### src/rtl/vga_timing_pkg.sv
// Shared VGA timing constants, phase encodings and phase-advance helper.
// Latency: n/a (package). Backpressure: n/a (free-running video timing).
// Contents: default 640x480@60 timing, H/V totals, counter width, phase_t, phase_step().
package vga_timing_pkg;

    localparam int CNT_W = 10;

    localparam int DEF_CLK_DIV  = 2;
    localparam int DEF_H_ACTIVE = 640;
    localparam int DEF_H_FP     = 16;
    localparam int DEF_H_SYNC   = 96;
    localparam int DEF_H_BP     = 48;
    localparam int DEF_V_ACTIVE = 480;
    localparam int DEF_V_FP     = 10;
    localparam int DEF_V_SYNC   = 2;
    localparam int DEF_V_BP     = 33;

    localparam int DEF_H_TOTAL = DEF_H_ACTIVE + DEF_H_FP + DEF_H_SYNC + DEF_H_BP;  // 800
    localparam int DEF_V_TOTAL = DEF_V_ACTIVE + DEF_V_FP + DEF_V_SYNC + DEF_V_BP;  // 525

    typedef enum logic [1:0] {
        PH_ACTIVE = 2'd0,
        PH_FRONT  = 2'd1,
        PH_SYNC   = 2'd2,
        PH_BACK   = 2'd3
    } phase_t;

    // Next phase given the value the axis counter is about to take.
    function automatic phase_t phase_step(
        input phase_t           cur,
        input logic [CNT_W-1:0] nxt,
        input logic [CNT_W-1:0] fp_start,
        input logic [CNT_W-1:0] sync_start,
        input logic [CNT_W-1:0] bp_start
    );
        phase_t r;
        r = cur;
        case (cur)
            PH_ACTIVE: if (nxt == fp_start)   r = PH_FRONT;
            PH_FRONT:  if (nxt == sync_start) r = PH_SYNC;
            PH_SYNC:   if (nxt == bp_start)   r = PH_BACK;
            PH_BACK:   if (nxt == '0)         r = PH_ACTIVE;
            default:                          r = PH_ACTIVE;
        endcase
        return r;
    endfunction

endpackage

### src/rtl/vga_timing_tick.sv
// Pixel-rate divider: strobe every CLK_DIV clocks plus a registered copy for output.
// Latency: o_tick_en combinational from r_cnt; o_pixel_tick one clock after o_tick_en.
// Backpressure: none, free-running.
// Ports: clock, reset (async active-high), o_tick_en (internal advance strobe),
//        o_pixel_tick (registered pulse, aligned with the timing outputs).
module pixel_tick_gen #(
    parameter int CLK_DIV = 2
) (
    input  logic clock,
    input  logic reset,
    output logic o_tick_en,
    output logic o_pixel_tick
);

    localparam logic [3:0] DIV_LAST = 4'(CLK_DIV - 1);

    logic [3:0] r_cnt;

    // With CLK_DIV=1 r_cnt stays at 0 and the strobe is permanently high.
    assign o_tick_en = (r_cnt == DIV_LAST);

    always_ff @(posedge clock or posedge reset) begin
        if (reset) begin
            r_cnt        <= '0;
            o_pixel_tick <= 1'b0;
        end else begin
            r_cnt        <= o_tick_en ? 4'd0 : r_cnt + 4'd1;
            o_pixel_tick <= o_tick_en;
        end
    end

endmodule

### src/rtl/vga_timing.sv
// VGA raster timing: h/v counters with per-axis phase FSMs, registered pixel/sync outputs.
// Latency: outputs describe the counter position sampled on the same edge that asserts pixel_tick.
// Backpressure: none, free-running; outputs hold between pixel ticks.
// Ports: clock, reset (async active-high); pixel_tick, pixel_x, pixel_y, video_active,
//        h_sync (pin), v_sync (logical), v_sync_pin (pin), frame_start.
module vga_timing
    import vga_timing_pkg::*;
#(
    parameter int CLK_DIV  = DEF_CLK_DIV,
    parameter int H_ACTIVE = DEF_H_ACTIVE,
    parameter int H_FP     = DEF_H_FP,
    parameter int H_SYNC   = DEF_H_SYNC,
    parameter int H_BP     = DEF_H_BP,
    parameter int V_ACTIVE = DEF_V_ACTIVE,
    parameter int V_FP     = DEF_V_FP,
    parameter int V_SYNC   = DEF_V_SYNC,
    parameter int V_BP     = DEF_V_BP,
    parameter bit SYNC_NEG = 1'b1
) (
    input  logic             clock,
    input  logic             reset,
    output logic             pixel_tick,
    output logic [CNT_W-1:0] pixel_x,
    output logic [CNT_W-1:0] pixel_y,
    output logic             video_active,
    output logic             h_sync,
    output logic             v_sync,
    output logic             v_sync_pin,
    output logic             frame_start
);

    localparam int H_TOTAL = H_ACTIVE + H_FP + H_SYNC + H_BP;
    localparam int V_TOTAL = V_ACTIVE + V_FP + V_SYNC + V_BP;

    localparam logic [CNT_W-1:0] H_LAST       = CNT_W'(H_TOTAL - 1);
    localparam logic [CNT_W-1:0] H_FP_START   = CNT_W'(H_ACTIVE);
    localparam logic [CNT_W-1:0] H_SYNC_START = CNT_W'(H_ACTIVE + H_FP);
    localparam logic [CNT_W-1:0] H_BP_START   = CNT_W'(H_ACTIVE + H_FP + H_SYNC);
    localparam logic [CNT_W-1:0] V_LAST       = CNT_W'(V_TOTAL - 1);
    localparam logic [CNT_W-1:0] V_FP_START   = CNT_W'(V_ACTIVE);
    localparam logic [CNT_W-1:0] V_SYNC_START = CNT_W'(V_ACTIVE + V_FP);
    localparam logic [CNT_W-1:0] V_BP_START   = CNT_W'(V_ACTIVE + V_FP + V_SYNC);

    generate
        if (H_TOTAL > 1023 || V_TOTAL > 1023) begin : g_bad_total
            $error("vga_timing: H_TOTAL or V_TOTAL does not fit the 10-bit counters");
        end
        if (CLK_DIV < 1 || CLK_DIV > 16) begin : g_bad_div
            $error("vga_timing: CLK_DIV must be within 1..16");
        end
        if (H_ACTIVE < 1 || H_FP < 1 || H_SYNC < 1 || H_BP < 1 ||
            V_ACTIVE < 1 || V_FP < 1 || V_SYNC < 1 || V_BP < 1) begin : g_bad_phase
            $error("vga_timing: every timing phase must be at least one unit long");
        end
    endgenerate

    logic             w_tick_en;
    logic             w_h_wrap;
    logic [CNT_W-1:0] w_h_count_nxt;
    logic [CNT_W-1:0] w_v_count_nxt;
    phase_t           w_h_phase_nxt;
    phase_t           w_v_phase_nxt;
    logic             w_active;

    logic [CNT_W-1:0] r_h_count;
    logic [CNT_W-1:0] r_v_count;
    phase_t           r_h_phase;
    phase_t           r_v_phase;

    logic [CNT_W-1:0] r_pixel_x;
    logic [CNT_W-1:0] r_pixel_y;
    logic             r_video_active;
    logic             r_h_sync_pin;
    logic             r_v_sync;
    logic             r_v_sync_pin;
    logic             r_frame_start;

    pixel_tick_gen #(
        .CLK_DIV (CLK_DIV)
    ) u_tick (
        .clock        (clock),
        .reset        (reset),
        .o_tick_en    (w_tick_en),
        .o_pixel_tick (pixel_tick)
    );

    // Next-state: counters and phases move together so the phase always
    // matches the counter value it sits beside.
    always_comb begin
        w_h_wrap      = (r_h_count == H_LAST);
        w_h_count_nxt = r_h_count;
        w_v_count_nxt = r_v_count;
        w_h_phase_nxt = r_h_phase;
        w_v_phase_nxt = r_v_phase;
        if (w_tick_en) begin
            w_h_count_nxt = w_h_wrap ? '0 : r_h_count + 10'd1;
            w_h_phase_nxt = phase_step(r_h_phase, w_h_count_nxt,
                                       H_FP_START, H_SYNC_START, H_BP_START);
            if (w_h_wrap) begin
                w_v_count_nxt = (r_v_count == V_LAST) ? '0 : r_v_count + 10'd1;
                w_v_phase_nxt = phase_step(r_v_phase, w_v_count_nxt,
                                           V_FP_START, V_SYNC_START, V_BP_START);
            end
        end
    end

    always_ff @(posedge clock or posedge reset) begin
        if (reset) begin
            r_h_count <= '0;
            r_v_count <= '0;
            r_h_phase <= PH_ACTIVE;
            r_v_phase <= PH_ACTIVE;
        end else begin
            r_h_count <= w_h_count_nxt;
            r_v_count <= w_v_count_nxt;
            r_h_phase <= w_h_phase_nxt;
            r_v_phase <= w_v_phase_nxt;
        end
    end

    assign w_active = (r_h_phase == PH_ACTIVE) && (r_v_phase == PH_ACTIVE);

    // All visible outputs load from the pre-advance state on the tick edge,
    // so they line up with the registered pixel_tick.
    always_ff @(posedge clock or posedge reset) begin
        if (reset) begin
            r_pixel_x      <= '0;
            r_pixel_y      <= '0;
            r_video_active <= 1'b0;
            r_h_sync_pin   <= SYNC_NEG;
            r_v_sync       <= 1'b0;
            r_v_sync_pin   <= SYNC_NEG;
            r_frame_start  <= 1'b0;
        end else begin
            r_frame_start <= w_tick_en && (r_h_count == '0) && (r_v_count == '0);
            if (w_tick_en) begin
                r_pixel_x      <= w_active ? r_h_count : '0;
                r_pixel_y      <= w_active ? r_v_count : '0;
                r_video_active <= w_active;
                r_h_sync_pin   <= (r_h_phase == PH_SYNC) ^ SYNC_NEG;
                r_v_sync       <= (r_v_phase == PH_SYNC);
                r_v_sync_pin   <= (r_v_phase == PH_SYNC) ^ SYNC_NEG;
            end
        end
    end

    assign pixel_x      = r_pixel_x;
    assign pixel_y      = r_pixel_y;
    assign video_active = r_video_active;
    assign h_sync       = r_h_sync_pin;
    assign v_sync       = r_v_sync;
    assign v_sync_pin   = r_v_sync_pin;
    assign frame_start  = r_frame_start;

endmodule
### config.mk
export PLATFORM = sky130hd
export DESIGN_NAME = vga_timing
export DESIGN_NICKNAME = d
export VERILOG_FILES = /design/src/rtl/vga_timing_pkg.sv /design/src/rtl/vga_timing_tick.sv /design/src/rtl/vga_timing.sv
export SDC_FILE = /design/constraint.sdc
export NUM_CORES = 1
export LEC_CHECK = 0
export CORE_MARGIN = 4
export CORE_UTILIZATION = 62
export CTS_CLUSTER_DIAMETER = 120
export CTS_CLUSTER_SIZE = 40
export DETAILED_ROUTE_END_ITERATION = 6
export PLACE_DENSITY = 0.89
export RECOVER_POWER = 50
export SKIP_CTS_REPAIR_TIMING = 1
export SLEW_MARGIN = 15
export SYNTH_ARGS = -nofsm -noshare
export SYNTH_HDL_FRONTEND = slang
export SYNTH_SLANG_ARGS = --single-unit
### constraint.sdc
create_clock -name clock -period 4.2 [get_ports clock]
set_clock_uncertainty 0.1 [all_clocks]
set_input_delay 0.84 -clock clock [delete_from_list [all_inputs] [get_ports clock]]
set_output_delay 0.84 -clock clock [all_outputs]
set_load 0.02 [all_outputs]
## Yosys cells after proc, flatten, opt, wreduce, memory -nomap -nowiden

Index checks and enable logic that the tools add are counted.

- Register bits after elaboration: 54
- Output and inout bits: 26

- Add/sub/neg operators: 3
- Eq/ne operators: 23
- Muxes and demuxes: 15
- Bitwise logic cells: 2
- Reductions and logical operators: 12

Operators with widths:

| kind | count |
|---|---|
| 10-bit equality test (second input constant) | 5 |
| 10-bit zero test | 4 |
| 10-bit 2-to-1 mux | 4 |
| 10-bit by 9-bit equality test with 1-bit output (second input constant) | 3 |
| 10-bit by 1-bit adder with 10-bit output (second input constant) | 2 |
| 2-bit 2-to-1 mux | 8 |
| 2-bit inequality test (second input constant) | 8 |
| 2-bit one-hot mux with 4 select lines | 2 |
| 2-bit equality test (second input constant) | 4 |
| 6-bit AND reduction | 1 |
| 5-bit AND reduction | 1 |
| 4-bit by 1-bit adder with 4-bit output (second input constant) | 1 |
| 2-bit by 1-bit equality test with 1-bit output (second input constant) | 2 |
| 4-bit by 1-bit equality test with 1-bit output (second input constant) | 1 |
| 2-bit zero test | 2 |
| 4-bit 2-to-1 mux | 1 |
| 1-bit logical AND | 3 |
| 1-bit inverter | 2 |
| 2-bit AND reduction | 1 |

## Longest topological paths before layout

Gate-level depths: netlist of run 1.

- Depth after elaboration: 5
- Depth in mapped cells: 9
- Mapped depth without buffers: 8

## Hierarchy

A second synthesis of run 1 with hierarchy kept.

- Cells, all modules: 308
- Area total of the unflattened synthesis: 3062.9 um2

Modules (own cells, without submodules):

| module | instances | cells an instance | area each (um2) | seq. area each (um2) |
|---|---|---|---|---|
| vga_timing | 1 | 292 | 2877.8 | 1228.7 |
| pixel_tick_gen | 1 | 16 | 185.2 | 125.1 |

## Least setup slack after synthesis of run 1

No wires, ideal clock.

- Path kind: reg2reg
- From: reg r_h_count[0]
- To: reg r_h_phase[1]
- Library setup time: 125 ps
- Data arrival time: 2315 ps
- Path slack: 1660 ps
- Cell stages (with the launch flop): 10
- Buffers on the path: 1
- Clock period less this slack: 2540 ps
- Path through: dfrtp_1 > ha_1 > and4_4 > buf_6 > nor4_4 > a21oi_2 > a2111oi_1 > nor3_1 > a2111oi_4 > mux2_4

- Longest elaborated chain between the ends: 5

RTL lines:

| what | line | RTL |
|---|---|---|
| start, declared | vga_timing.sv:65 | `logic [CNT_W-1:0] r_h_count;` |
| start signal, assigned | vga_timing.sv:114 | `r_h_count <= w_h_count_nxt;` |
| 10-bit by 1-bit adder with 10-bit output / 10-bit equality test (equally long branches) | vga_timing.sv:96, vga_timing.sv:90 |  |
| 10-bit 2-to-1 mux * | vga_timing.sv:96 | `w_h_count_nxt = w_h_wrap ? '0 : r_h_count + 10'd1;` |
| 10-bit equality test, or another cell as far along | vga_timing_pkg.sv:41 | `PH_SYNC: if (nxt == bp_start) r = PH_BACK;` |
| 2-bit inequality test (no source line) | -- |  |
| 5-bit AND reduction (no source line) * | -- |  |
| end signal, assigned | vga_timing.sv:116 | `r_h_phase <= w_h_phase_nxt;` |
| end, declared | vga_timing.sv:67 | `phase_t r_h_phase;` |

Mark *: on every way between the ends. The rest lies on a longest branch, timed or not.
A chain may end at the register's enable or synchronous reset.

## Worst setup path in the final report of run 1

- From: reg u_tick.r_cnt[1]
- To: reg r_h_phase[1]

- Longest elaborated chain between the ends: 2

RTL lines:

| what | line | RTL |
|---|---|---|
| start, declared | vga_timing_tick.sv:17 | `logic [3:0] r_cnt;` |
| start signal, assigned | vga_timing_tick.sv:27 | `r_cnt <= o_tick_en ? 4'd0 : r_cnt + 4'd1;` |
| 4-bit by 1-bit equality test with 1-bit output | vga_timing_tick.sv:20 | `assign o_tick_en = (r_cnt == DIV_LAST);` |
| 5-bit AND reduction (no source line) | -- |  |

No other way between the ends.

==> out/qor.csv, run 1 <==
metric,value,unit
required time worst endpoint,4.30,ns
deepest clock path buffer count,2,
sequential cell area fraction in the yosys report,0.433,
Max-cap violations,1,
Hold Path Class,reg2reg,
fraction of registers with async set/reset,1.00,
number of vias per cell after detailed routing,6.12,
final antenna diode count,0,
endpoints failing setup,0,
unique cell type count in the Yosys netlist,63,
count of nets after finishing,338,
timing-limited maximum frequency,352,MHz
hold violation total from the final report,0,
synth top area cells,"sky130_fd_sc_hd__dfrtp_1 (42%), sky130_fd_sc_hd__a22o_1 (5.3%), sky130_fd_sc_hd__ha_1 (5.2%)",
wire length reported by the detailed router,6.36,mm
Slowest cell on crit path,sky130_fd_sc_hd__clkbuf_1,
clock tree from TritonCTS,done,
"most common cell after layout, fill and taps aside",sky130_fd_sc_hd__dfrtp_1,
synthesized instance count,313,
result of the run,"complete, but fails checks",
HPWL after detailed placement,4.49,mm
htree depth,2,
post-route worst setup slack,1.36,ns
filler cell count in the final layout,374,
total vias in the final route,2391,
mean instance size in the synthesized netlist,9.99,µm²
normalized max-slew margin,-0.537,
initial antenna violation count,0,
Worst Setup Path Type,reg2reg,
Port Buf Inserts,27,
CP arrival,2.94,ns
global router's overall resource usage,0.229,
pre-CTS setup slack,1.56,ns
count of placed standard cells including taps,383,
yosys warns,0,
number of global-route vias before repair,2306,
most frequent cells in the layout,"sky130_fd_sc_hd__dfrtp_1 (52), sky130_fd_sc_hd__nand2_1 (29), sky130_fd_sc_hd__clkdlybuf4s50_1 (26)",
DIE HEIGHT,79.0,µm
gp weighted congestion,0.903,
core box area,4820,µm²
number of optimization iterations in the first detailed-route pass,4,
Synth Flop Type,sky130_fd_sc_hd__dfrtp_1,
routed len/inst,16.3,µm
startpoint type of the worst setup path,flip-flop,
"count of placed standard cells in the final layout, fillers left out",391,
shortest period the worst path allows,2.84,ns
setup repair after global routing missed its margin,no,
number of enable-type register cells in the synthesized netlist,0,
VDD IR-drop max,168,µV
area of the mapped netlist,3130,µm²
violated checks,"capacitance limit, slew limit",
Congestion Overflow GR,0,
site row count,25,
slew of the pin with the lowest slew margin,2.29,ns
Cell Pwr Density,243,nW/µm²
insertion delay to the later sink of the worst-skew pair,0.32,ns
Max stage delay on crit path,0.54,ns
PnR Total Power,0.835,mW
nature of the critical path endpoint,flip-flop,
static leakage power,1.40,nW
pin count of the biggest net entering global routing,55,
violation count after the first detailed-routing iteration,243,
starting density of the core,0.649,
"Max FO, Critical Path",29,
number of remaining DRC errors,0,
I/O pin count,28,
Setup TNS,0,ns
area growth from synthesis to layout,9.96,%
Synth Register Bits,54,
share of the synthesized area in the top cell type,0.416,
die extent in x,79.0,µm
"Period Utilization, post-route",0.676,
total CTS buffers,5,
die footprint,6240,µm²
antenna-violating nets left,0,
total count of max-transition violations in the final report,55,
critical path cell sequence,nand2b_1 -> or3_1 -> clkbuf_1 -> a21oi_1 -> o21ai_1 -> a2111oi_4 -> mux2_4,
share of final-layout standard cells stronger than drive strength 1,0.0957,
CTS Root Buffer Type,sky130_fd_sc_hd__clkbuf_8,
"Clk pin slew, worst setup/hold paths",0.11,ns
"area leader, netlist",sky130_fd_sc_hd__dfrtp_1,
first-pass GRT wire length,11.4,mm
Mapped Nets,328,
total clock sinks,54,
==> area by class of cell <==
type / count / area, µm² / share of cell area
sequential: 54 / 1350 / 0.394
tap: 67 / 83.8 / 0.0244
multi-input combinational: 220 / 1580 / 0.458
inverter: 14 / 53.8 / 0.0156
clock buffer: 5 / 68.8 / 0.0200
clock inverter: 3 / 28.8 / 0.00837
timing repair buffer: 28 / 274 / 0.0797
==> power breakdown <==
part | leakage, nW | internal, mW | switching, mW
combinational | 0.644 | 0.000707 | 0.00956
clock | 0.0502 | 0.124 | 0.181
sequential | 0.710 | 0.520 | 0
==> final timing paths <==
check,from,endpoint,slack [ns],cells after the start
worst max-delay path,u_tick.r_cnt[1],r_h_phase[1],1.36,7
min in group asynchronous,reset,u_tick.r_cnt[2],1.47,2
worst min-delay path,h_sync,h_sync,0.39,2
max in group asynchronous,reset,r_h_count[4],1.46,2
worst min register to register,h_sync,h_sync,0.39,2
worst max register to register,u_tick.r_cnt[1],r_h_phase[1],1.36,7
==> state kept, by name, indices dropped and copies added, names as in the netlist <==
signal	count
r_h_count	10
h_sync	1
r_v_phase	2
v_sync_pin	1
pixel_x	10
r_v_count	10
u_tick.o_pixel_tick	1
v_sync	1
video_active	1
u_tick.r_cnt	4
frame_start	1
pixel_y	10
r_h_phase	2
==> logic make-up after synthesis <==
kind of cell	count (synthesis)	share of synthesized area
AO/OA/AOI/OAI	75	0.181
XOR/XNOR	16	0.0448
adder cells (fa/ha/maj)	13	0.0520
buffers and inverters	39	0.0632
flip-flops	54	0.433
multiplexers	6	0.0216
AND/OR/NAND/NOR	110	0.204
==> critical path, delay by kind of cell, from the launching register on <==
kind / cells / cell delay, ns
AO/OA/AOI/OAI: 3 / 0.83
buffers and inverters: 1 / 0.54
flip-flops: 1 / 0.42
multiplexers: 1 / 0.33
AND/OR/NAND/NOR: 2 / 0.50
==> synthesized netlist by cell type (2+ instances only) <==
cell                        n
sky130_fd_sc_hd__buf_2      2
sky130_fd_sc_hd__xor2_1     3
sky130_fd_sc_hd__mux2_1     2
sky130_fd_sc_hd__inv_1     13
sky130_fd_sc_hd__dfrtp_1   52
sky130_fd_sc_hd__mux2i_1    3
sky130_fd_sc_hd__a21oi_1    7
sky130_fd_sc_hd__o21ai_0   16
sky130_fd_sc_hd__a31oi_1    5
sky130_fd_sc_hd__or3_1      2
sky130_fd_sc_hd__and4_1     3
sky130_fd_sc_hd__clkbuf_1  14
sky130_fd_sc_hd__buf_6      5
sky130_fd_sc_hd__xnor2_1   13
sky130_fd_sc_hd__nand2_2    2
sky130_fd_sc_hd__nand3_1   15
sky130_fd_sc_hd__and3_1     6
sky130_fd_sc_hd__buf_4      3
sky130_fd_sc_hd__nor4_1     4
sky130_fd_sc_hd__nand4_1    3
sky130_fd_sc_hd__nor2_1    17
sky130_fd_sc_hd__ha_1      13
sky130_fd_sc_hd__o22ai_1    3
sky130_fd_sc_hd__o31ai_1    3
sky130_fd_sc_hd__nor3_4     2
sky130_fd_sc_hd__dfstp_2    2
sky130_fd_sc_hd__nor3_1     8
sky130_fd_sc_hd__nor2b_1    5
sky130_fd_sc_hd__a22o_1    19
sky130_fd_sc_hd__nor4b_1    2
sky130_fd_sc_hd__o21ai_1    5
sky130_fd_sc_hd__nand2b_1   2
sky130_fd_sc_hd__nand2_1   29
==> layer usage <==
metal  share of wire  track usage
met1            0.46        0.318
met2            0.47        0.367
met3           0.049       0.0476
met4           0.018       0.0619
met5               0            0
==> through the flow <==
| step | util | area (µm²) | hold slack (ns) |
|---|---|---|---|
| after floorplan | - | 3130 | 0.354 |
| after detailed placement | 0.694 | 3340 | 0.378 |
| after global routing | 0.714 | 3440 | 0.427 |
| after global placement | 0.694 | 3340 | 0.358 |
| final | 0.714 | 3440 | 0.390 |
| after CTS | 0.714 | 3440 | 0.394 |
No activity file was read; power rests on OpenSTA's default activity.
==> run 2, diff against run 1 <==
--- a/config.mk
+++ b/config.mk
@@ -6,11 +6,11 @@
 export NUM_CORES = 1
 export LEC_CHECK = 0
 export CORE_MARGIN = 4
-export CORE_UTILIZATION = 62
+export CORE_UTILIZATION = 52
 export CTS_CLUSTER_DIAMETER = 120
 export CTS_CLUSTER_SIZE = 40
 export DETAILED_ROUTE_END_ITERATION = 6
-export PLACE_DENSITY = 0.89
+export PLACE_DENSITY = 0.8
 export RECOVER_POWER = 50
 export SKIP_CTS_REPAIR_TIMING = 1
 export SLEW_MARGIN = 15
==> constraint.sdc (replaced) <==
create_clock -name clock -period 2.4 [get_ports clock]
set_clock_uncertainty 0.1 [all_clocks]
set_input_delay 0.48 -clock clock [delete_from_list [all_inputs] [get_ports clock]]
set_output_delay 0.48 -clock clock [all_outputs]
set_load 0.02 [all_outputs]
==> out/qor.csv, run 2 (synthesis results as in run 1) <==
metric,value,unit,change
result of the run,"complete, but fails checks",,
violated checks,setup timing,,
shortest period the worst path allows,2.55,ns,-0.290 ns
pin count of the biggest net entering global routing,33,,-40%
Port Buf Inserts,27,,unchanged
Power Internal,1.22,mW,+90%
switching power as a share of total power,0.201,,-0.0271
global router's overall resource usage,0.215,,-0.0142
Max-cap violations,0,,-1
CTS Root Buffer Type,sky130_fd_sc_hd__clkbuf_8,,
violation count after the first detailed-routing iteration,210,,-14%
length of routed met2 wiring,4.02,mm,+35%
Routed met1 length,3.68,mm,+25%
I/O pin count,28,,unchanged
antenna-violating nets left,0,,unchanged
share of final-layout standard cells stronger than drive strength 1,0.297,,+0.202
first-pass GRT wire length,12.8,mm,+12%
total count of max-transition violations in the final report,0,,-100%
timing-limited maximum frequency,392,MHz,+11%
filler cell count in the final layout,397,,+6.1%
total CTS buffers,5,,unchanged
nature of the critical path endpoint,flip-flop,,
"Max FO, Critical Path",4,,-86%
Worst Hold Path Cells,2,,unchanged
HPWL after detailed placement,5.59,mm,+24%
insertion delay to the later sink of the worst-skew pair,0.31,ns,about the same
VDD IR-drop max,288,µV,+72%
wire length reported by the detailed router,8.20,mm,+29%
endpoints failing setup,4,,+4
DIE HEIGHT,85.5,µm,+8.3%
combinational fraction of design power,0.012,,about the same
total vias in the final route,2725,,+14%
post-route worst setup slack,-0.150,ns,-1.51 ns
cell area after layout,4160,µm²,+21%
top metal layer carrying routed signals,met4,,
"Clk pin slew, worst setup/hold paths",0.10,ns,about the same
deepest clock path buffer count,2,,unchanged
sw power,0.308,mW,+62%
sequential group share of total power,0.594,,-0.029
count of nets after finishing,411,,+22%
number of optimization iterations in the first detailed-route pass,4,,unchanged
Hold Path Class,reg2reg,,
slew of the pin with the lowest slew margin,0.858,ns,-1.44 ns
"Period Utilization, post-route",1.06,,+0.386
final antenna diode count,0,,unchanged
routed len/inst,17.5,µm,+7.6%
area growth from synthesis to layout,33.1,%,
hold violation total from the final report,0,,unchanged
PnR Total Power,1.53,mW,+83%
die extent in x,85.5,µm,+8.3%
Worst Setup Path Type,reg2reg,,
setup repair after global routing missed its margin,yes,,
initial antenna violation count,0,,unchanged
clock tree from TritonCTS,done,,
"most common cell after layout, fill and taps aside",sky130_fd_sc_hd__buf_4,,
CP arrival,2.65,ns,-0.29 ns
Clk network pwr share,0.394,,+0.029
static leakage power,1.79,nW,+28%
number of global-route vias before repair,2602,,+13%
number of remaining DRC errors,0,,unchanged
total clock sinks,54,,unchanged
most frequent cells in the layout,"sky130_fd_sc_hd__buf_4 (68), sky130_fd_sc_hd__dfrtp_1 (50), sky130_fd_sc_hd__nand2_1 (29)",,
"count of placed standard cells in the final layout, fillers left out",469,,+20%
die footprint,7320,µm²,+17%
Post-Route Utilization,0.733,,+0.0195
Detail Route met3 WL,322,µm,+2.9%
htree depth,2,,unchanged
core box area,5680,µm²,+18%
count of placed standard cells including taps,453,,+18%
starting density of the core,0.551,,-0.0982
placement-stage cell area,3860,µm²,+16%
required time worst endpoint,2.50,ns,-1.80 ns
Cell Pwr Density,368,nW/µm²,+52%
worst hold slack,0.392,ns,+0.00293 ns
r2r worst-path depth,9,,+2
site row count,27,,+8.0%
gp weighted congestion,0.944,,+4.6%
number of vias per cell after detailed routing,5.81,,-5.0%
Congestion Overflow GR,0,,unchanged
normalized max-slew margin,0.427,,+0.965
startpoint type of the worst setup path,flip-flop,,
[run 2: cell type report]
cell class	count	area (µm²)	area share
tap	72	90.1	0.0216
timing repair buffer	101	836	0.201
sequential	54	1360	0.326
clock inverter	1	30.0	0.00722
clock buffer	7	76.3	0.0183
multi-input combinational	220	1720	0.413
inverter	14	52.6	0.0126
[run 2: power groups by stage]
| stage | Sequential, mW | Clock (mW) | Combinational, mW |
|---|---|---|---|
| final | 0.909 | 0.603 | 0.0190 |
| after global routing | 0.909 | 0.643 | 0.0231 |
| after CTS | 0.909 | 0.612 | 0.0240 |
| after detailed placement | 0.927 | 0 | 0.0244 |
| after global placement | 0.927 | 0 | 0.0237 |
| after floorplan | 0.927 | 0 | 0.0133 |
[run 2: worst paths after layout]
| check | from | to | slack, ns |
|---|---|---|---|
| max reg2reg | r_v_count[1] | r_v_phase[1] | -0.15 |
| min in group asynchronous | reset | u_tick.r_cnt[1] | 0.68 |
| min reg2reg | h_sync | h_sync | 0.39 |
| min | h_sync | h_sync | 0.39 |
| max in group asynchronous | reset | r_h_count[6] | 0.27 |
| max | r_v_count[1] | r_v_phase[1] | -0.15 |
[run 2: through the flow]
step | setup TNS, ns | setup slack [ns]
after floorplan | -0.0694 | -0.0694
after CTS | -0.522 | -0.241
after global routing | -0.943 | -0.226
final | -0.425 | -0.150
after detailed placement | -0.424 | -0.206
after global placement | -0.0854 | -0.0572
[run 2: worst max-delay path, cell delays in order (launching register included)]
cell,delay (ns)
sky130_fd_sc_hd__dfrtp_1,0.42
sky130_fd_sc_hd__ha_2,0.22
sky130_fd_sc_hd__buf_6,0.14
sky130_fd_sc_hd__xnor2_4,0.12
sky130_fd_sc_hd__nor3_2,0.22
sky130_fd_sc_hd__a31oi_1,0.06
sky130_fd_sc_hd__o32ai_1,0.30
sky130_fd_sc_hd__nand3_1,0.16
sky130_fd_sc_hd__nor4_4,0.36
sky130_fd_sc_hd__mux2_4,0.34
[run 2: layer usage]
layer | vias up | track usage
met4 | 0 | 0.0633
met2 | 90 | 0.343
met3 | 18 | 0.0298
met5 | - | 0
met1 | 1335 | 0.306
li1 | 1282 | -
==> run 3, diff against run 2 <==
--- a/config.mk
+++ b/config.mk
@@ -10,6 +10,7 @@
 export CTS_CLUSTER_DIAMETER = 120
 export CTS_CLUSTER_SIZE = 40
 export DETAILED_ROUTE_END_ITERATION = 6
+export HOLD_SLACK_MARGIN = 0.1
 export PLACE_DENSITY = 0.8
 export RECOVER_POWER = 50
 export SKIP_CTS_REPAIR_TIMING = 1
==> results of run 3 <==
No change in the layout: final DEF, timing and power equal those of run 2.
